`config.mk`:
```
export PLATFORM = sky130hd
export DESIGN_NAME = run_ctrl
export DESIGN_NICKNAME = d
export VERILOG_FILES = /design/src/rtl/run_ctrl.sv
export SDC_FILE = /design/constraint.sdc
export NUM_CORES = 1
export LEC_CHECK = 0
export ABC_AREA = 1
export CAP_MARGIN = 0
export CORE_MARGIN = 5
export CORE_UTILIZATION = 51
export CTS_BUF_LIST = sky130_fd_sc_hd__clkbuf_4
export DETAILED_ROUTE_END_ITERATION = 6
export PLACE_DENSITY_LB_ADDON = 0.08
export SETUP_SLACK_MARGIN = 0.1
export SYNTH_ARGS = -nofsm -noshare
export SYNTH_HDL_FRONTEND = slang
export SYNTH_SLANG_ARGS = --single-unit
```
`constraint.sdc`:
```
create_clock -name clk -period 2 [get_ports clk]
set_clock_uncertainty 0.15 [all_clocks]
set_input_delay 0.4 -clock clk [delete_from_list [all_inputs] [get_ports clk]]
set_output_delay 0.4 -clock clk [all_outputs]
set_load 0.05 [all_outputs]
```
`src/rtl/run_ctrl.sv`:
```
// Run controller: button-driven program-counter sequencer with single-step,
// slow/fast free-run, halt and an address breakpoint.
module run_ctrl #(
    parameter int DIV_SLOW = 25000000,
    parameter int DIV_FAST = 250000
) (
    input  logic       clk,
    input  logic       rst,
    input  logic       next_btn,
    input  logic       run_btn,
    input  logic       fast_btn,
    input  logic       halt_btn,
    input  logic [7:0] step,
    input  logic       mode,
    input  logic [7:0] value,
    input  logic       bp_en,
    input  logic [7:0] bp_addr,
    output logic [7:0] pc,
    output logic       pc_we,
    output logic [1:0] state,
    output logic       break_hit
);

    typedef enum logic [1:0] {
        ST_IDLE  = 2'b00,
        ST_RUN   = 2'b01,
        ST_FAST  = 2'b10,
        ST_BREAK = 2'b11
    } state_t;

    localparam logic [25:0] SLOW_LAST = 26'(DIV_SLOW - 1);
    localparam logic [25:0] FAST_LAST = 26'(DIV_FAST - 1);

    // Button bit order: 3 halt, 2 next, 1 fast, 0 run
    logic [3:0]  btn_raw_s;
    logic [3:0]  sync1_q;
    logic [3:0]  sync2_q;
    logic [3:0]  sync3_q;
    logic [3:0]  ev_s;
    logic        ev_halt_s;
    logic        ev_next_s;
    logic        ev_fast_s;
    logic        ev_run_s;

    state_t      state_q;
    state_t      state_d;
    logic [25:0] div_q;
    logic [25:0] div_d;
    logic [7:0]  pc_q;
    logic [7:0]  pc_d;
    logic        pc_we_q;
    logic        pc_we_d;
    logic        brk_q;
    logic        brk_d;
    logic [7:0]  adv_val_s;
    logic [25:0] div_last_s;
    logic        tick_s;

    assign btn_raw_s = {halt_btn, next_btn, fast_btn, run_btn};

    // Synchronizer chain plus edge-detect flop for every button
    always_ff @(posedge clk or negedge rst) begin
        if (!rst) begin
            sync1_q <= 4'b0000;
            sync2_q <= 4'b0000;
            sync3_q <= 4'b0000;
        end else begin
            sync1_q <= btn_raw_s;
            sync2_q <= sync1_q;
            sync3_q <= sync2_q;
        end
    end

    // One-cycle events, masked so only the highest-priority one survives
    assign ev_s      = sync2_q & ~sync3_q;
    assign ev_halt_s = ev_s[3];
    assign ev_next_s = ev_s[2] & ~ev_s[3];
    assign ev_fast_s = ev_s[1] & ~ev_s[2] & ~ev_s[3];
    assign ev_run_s  = ev_s[0] & ~ev_s[1] & ~ev_s[2] & ~ev_s[3];

    assign adv_val_s  = mode ? value : (pc_q + step);
    assign div_last_s = (state_q == ST_FAST) ? FAST_LAST : SLOW_LAST;
    assign tick_s     = (div_q == div_last_s);

    // Next-state, divider and advance decision
    always_comb begin
        state_d = state_q;
        div_d   = div_q;
        pc_d    = pc_q;
        pc_we_d = 1'b0;
        case (state_q)
            ST_IDLE, ST_BREAK: begin
                div_d = 26'd0;
                if (ev_halt_s) begin
                    state_d = ST_IDLE;
                end else if (ev_next_s) begin
                    state_d = ST_IDLE;
                    pc_d    = adv_val_s;
                    pc_we_d = 1'b1;
                end else if (ev_fast_s) begin
                    state_d = ST_FAST;
                end else if (ev_run_s) begin
                    state_d = ST_RUN;
                end else begin
                    state_d = state_q;
                end
            end
            ST_RUN, ST_FAST: begin
                // A pending next event swallows fast/run via the priority mask
                if (ev_halt_s) begin
                    state_d = ST_IDLE;
                    div_d   = 26'd0;
                end else if (ev_fast_s && (state_q == ST_RUN)) begin
                    state_d = ST_FAST;
                    div_d   = 26'd0;
                end else if (ev_run_s && (state_q == ST_FAST)) begin
                    state_d = ST_RUN;
                    div_d   = 26'd0;
                end else if (tick_s) begin
                    div_d   = 26'd0;
                    pc_d    = adv_val_s;
                    pc_we_d = 1'b1;
                    if (bp_en && (adv_val_s == bp_addr)) begin
                        state_d = ST_BREAK;
                    end else begin
                        state_d = state_q;
                    end
                end else begin
                    div_d = div_q + 26'd1;
                end
            end
            default: begin
                state_d = ST_IDLE;
                div_d   = 26'd0;
            end
        endcase
        brk_d = (state_d == ST_BREAK);
    end

    // Architectural state and registered outputs
    always_ff @(posedge clk or negedge rst) begin
        if (!rst) begin
            state_q <= ST_IDLE;
            div_q   <= 26'd0;
            pc_q    <= 8'h00;
            pc_we_q <= 1'b0;
            brk_q   <= 1'b0;
        end else begin
            state_q <= state_d;
            div_q   <= div_d;
            pc_q    <= pc_d;
            pc_we_q <= pc_we_d;
            brk_q   <= brk_d;
        end
    end

    assign pc        = pc_q;
    assign pc_we     = pc_we_q;
    assign state     = state_q;
    assign break_hit = brk_q;

endmodule

```
==> impl_metrics.tcl <==
set metrics [dict create \
    yosysWarningCount 0 \
    clock_latency_ns 0.38 \
    leakagePower_nw 2.12 \
    detail_route.wl_per_cell_um 12.8 \
    number_of_flops_mapped_to_enable_cells_by_yosys 0 \
    path_common_cell "sky130_fd_sc_hd__nand2_1" \
    dieWidth_um 87.0 \
    switching_share_pct 44.6 \
    ys_top_cells_by_area "sky130_fd_sc_hd__dfrtp_1 41%, sky130_fd_sc_hd__nand2_1 12%, sky130_fd_sc_hd__inv_1 8.1%, sky130_fd_sc_hd__nor2_1 5.8%, sky130_fd_sc_hd__nand3_1 5.6%" \
    io_pins 44 \
    finalWirelength_mm 7.56 \
    syn-cell-area_mm2 0.00302 \
    final.setup.tns_ns -2.95 \
    die_outline_area_mm2 0.00756 \
    remaining_drc_errors 0 \
    rsz_0062_raised_after_global_routing "true" \
    r2r_start "pc[0]" \
    achievable-frequency_mhz 424 \
    tritoncts "done" \
    syn-instance-count 401 \
    critical_path.max_fanout 3 \
    seq_area_frac_synth_pct 41.4 \
    critPathBufInv 0 \
    timing.final.hold_violations 0 \
    synth_top_flop_cell "sky130_fd_sc_hd__dfrtp_1" \
    synth_nets 444 \
    largest_net_degree_at_the_start_of_global_routing 25 \
    violations "negative setup slack" \
    chipHeight_um 87.0 \
    setup_viol 34 \
    synth.avg_cell_area_um2 7.53 \
    number_of_antenna_violations_at_the_first_check_in_global_routing 0 \
    drive_gt1_share_pct 30.6 \
    postSynthRegisterBits 50 \
    core-area_mm2 0.00585 \
    critical_path_arrival_ns 2.54 \
    power_per_cell_area_mw_per_mm2 1060 \
    max_cap_viols 0 \
    synth_async_sr_flop_share_pct 100 \
    path_class "flop to flop" \
    startpoint_type "flop" \
    layout.cells.most_common_list "81 x sky130_fd_sc_hd__nand2_1, 72 x sky130_fd_sc_hd__buf_4, 60 x sky130_fd_sc_hd__inv_1" \
    hold_path.class "flop to flop" \
    site_rows 28 \
    critical_path.endpoint_type "flop" \
    buffer_levels_on_the_longest_clock_path 2 \
    cts-root-buf "sky130_fd_sc_hd__clkbuf_4" \
    crit_path_cell_trace "ha_4, fa_2, nand2_2, nand3_2, nand3b_1, nand3_1, nand3_2, nand2_1, nand2_1, nand2_1, nor2_1, nand2_1, nand2_1, nand2_1, nand2_2, nand2_2, nor2_2" \
    dr_total_vias 2966 \
    tightestPinTransition_ns 0.535 \
    final_net_count 558 \
    number_of_distinct_library_cells_after_synthesis 36 \
    antenna_left 0 \
    fin_crit_ns 2.36 \
    synthDominantAreaCellType "sky130_fd_sc_hd__dfrtp_1" \
    vdd_drop_max_mv 0.874 \
    layout_commonest_cell "sky130_fd_sc_hd__nand2_1" \
    dr.pass1.iters 5 \
    slew_headroom_pct 63.4 \
    drt-initial-drc-count 99 \
    place.detailed.hpwl_mm 5.81 \
    fill_cells 463 \
    grt_pass1_wl_mm 12.9 \
    globalRouteOverflowTotal 0 \
    setup_crit_start "pc[0]" \
    tritoncts_num_sinks 50 \
    run_status "complete, but fails checks" \
    power.sequential.fraction_pct 27.7 \
    n_antenna_cell 0 \
    internal_power_mw 2.54 \
    crit_slowest_cell "sky130_fd_sc_hd__dfrtp_2" \
    top_family_by_delay_on_critical_path "simple AND/OR/NAND/NOR gates" \
    yosysTopAreaCellShare_pct 41.4 \
    period_share_pct 118 \
    cp_slowest_stage_delay_ns 0.46 \
    initial_core_util_pct 51.6 \
    worst-endpoint-required_ns 2.18 \
    post_drt_via_cell_ratio 5.02 \
    globalRouteTotalUtil_pct 21.2 \
    final.hold.worst_slack_ns 0.219 \
    syn2layout_area_growth_pct 42.5 \
    htree_levels 2 \
    timing.final.max_slew_violations 0 \
    first_global_vias 2889 \
    power.total_mw 4.58 \
    power.switching_mw 2.04 \
    min-delay-start "sync1_q[0]" \
    gpl.final_weighted_congestion 0.950 \
    worst_slack_ns -0.356 \
    clock_power_share_pct 10.6 \
    cts.reportedPaths.clkPinSlew_ns 0.16 \
    combinationalPowerShare_pct 61.7 \
    cts_made_buffers 5 \
    portBuffers 43 \
]
-- metrics by stage --
step	cells	util [%]	setup slack [ns]	area [um2]
global placement	570	67.5	-0.718	3950
finish	591	73.6	-0.356	4300
detailed placement	570	67.5	-0.820	3950
global route	591	73.6	-0.575	4300
floorplan	401	-	-0.298	3070
CTS	586	71.7	-0.357	4190
-- Yosys cell counts (2+ instances only) --
master	number
sky130_fd_sc_hd__xnor2_1	3
sky130_fd_sc_hd__a21oi_1	19
sky130_fd_sc_hd__o22ai_1	2
sky130_fd_sc_hd__nor4_4	2
sky130_fd_sc_hd__nand2_1	93
sky130_fd_sc_hd__or2_2	3
sky130_fd_sc_hd__inv_2	2
sky130_fd_sc_hd__nand2_2	2
sky130_fd_sc_hd__nand4_1	6
sky130_fd_sc_hd__nand3b_1	3
sky130_fd_sc_hd__a211oi_1	2
sky130_fd_sc_hd__buf_2	2
sky130_fd_sc_hd__ha_1	10
sky130_fd_sc_hd__a31oi_1	4
sky130_fd_sc_hd__inv_1	65
sky130_fd_sc_hd__o21ai_0	15
sky130_fd_sc_hd__nand3_2	2
sky130_fd_sc_hd__xor2_1	4
sky130_fd_sc_hd__dfrtp_1	50
sky130_fd_sc_hd__nand3_1	34
sky130_fd_sc_hd__nor3_1	9
sky130_fd_sc_hd__clkbuf_1	2
sky130_fd_sc_hd__nor3b_1	2
sky130_fd_sc_hd__nor2_2	4
sky130_fd_sc_hd__nor2_1	47
sky130_fd_sc_hd__nor2_4	2
sky130_fd_sc_hd__or2_1	2
sky130_fd_sc_hd__nor3_4	2
-- what timing repair did --
action / in CTS / in global routing
endpoints found under the setup margin: 37 / 38
hold buffers: 1 / 0
pin swaps: 14 / 12
buffers inserted: 7 / 5
resized for setup: 43 / 20
hold endpoints to repair: 14 / 0
-- kinds of logic (layout without fill, tap and decap cells) --
family                     Yosys count  count (layout)  synth area share (%)
and+or+nand+nor                    217             217                  34.8
buffers and inverters               71             186                  8.91
DFF                                 50              50                  41.4
AOI/OAI and AO/OA                   45              45                  8.08
adders and majority gates           11              11                  4.81
xor gates and xnor gates             7               7                  2.03
-- power by group through the flow --
stage / logic [mW] / registers [mW] / clock network [mW]
finish: 2.83 / 1.27 / 0.486
global route: 3.09 / 1.28 / 0.537
CTS: 2.62 / 1.27 / 0.502
detailed placement: 2.40 / 1.28 / 0
global placement: 2.36 / 1.27 / 0
floorplan: 1.08 / 1.67 / 0
-- per-layer routing --
layer | global-route usage (%) | share of wire, % | vias up
li1 | - | - | 1515
met1 | 28.3 | 45 | 1375
met2 | 35.5 | 50 | 67
met3 | 3.69 | 4.4 | 9
met4 | 5.52 | 1.3 | 0
met5 | 0 | 0 | -
-- layout make-up --
type                    count  area, um2  share of cell area (%)
clock inverters             3       25.0                   0.581
repair buffers            111        951                    22.1
multi-input cells         280       1680                    39.0
flip-flops and latches     50       1260                    29.2
clock buffers               5       37.5                   0.872
well taps                  75       93.8                    2.18
inverters                  67        259                    6.02
-- registers in the layout, indices dropped and copies added (netlist names) --
name       flops
div_q         26
pc             8
sync1_q        4
sync2_q        4
sync3_q        4
state          2
break_hit      1
pc_we          1
-- path summary, 6_finish.rpt --
check,to,slack [ns],depth (start not counted)
setup / recovery,break_hit,-0.36,17
hold / removal,sync2_q[0],0.22,0
setup reg to reg,break_hit,-0.36,17
hold reg to reg,sync2_q[0],0.22,0
max in group asynchronous,sync3_q[0],0.88,3
min in group asynchronous,pc[1],0.31,2
-- worst register-to-register path, stage by stage (launching register included) --
cell and delay (ns):
sky130_fd_sc_hd__dfrtp_2 0.46, sky130_fd_sc_hd__ha_4 0.17, sky130_fd_sc_hd__fa_2 0.38, sky130_fd_sc_hd__nand2_2 0.10
sky130_fd_sc_hd__nand3_2 0.08, sky130_fd_sc_hd__nand3b_1 0.11, sky130_fd_sc_hd__nand3_1 0.10, sky130_fd_sc_hd__nand3_2 0.09
sky130_fd_sc_hd__nand2_1 0.07, sky130_fd_sc_hd__nand2_1 0.05, sky130_fd_sc_hd__nand2_1 0.05, sky130_fd_sc_hd__nor2_1 0.10
sky130_fd_sc_hd__nand2_1 0.08, sky130_fd_sc_hd__nand2_1 0.06, sky130_fd_sc_hd__nand2_1 0.06, sky130_fd_sc_hd__nand2_2 0.06
sky130_fd_sc_hd__nand2_2 0.06, sky130_fd_sc_hd__nor2_2 0.10
Power figures use the tool's default switching activity.
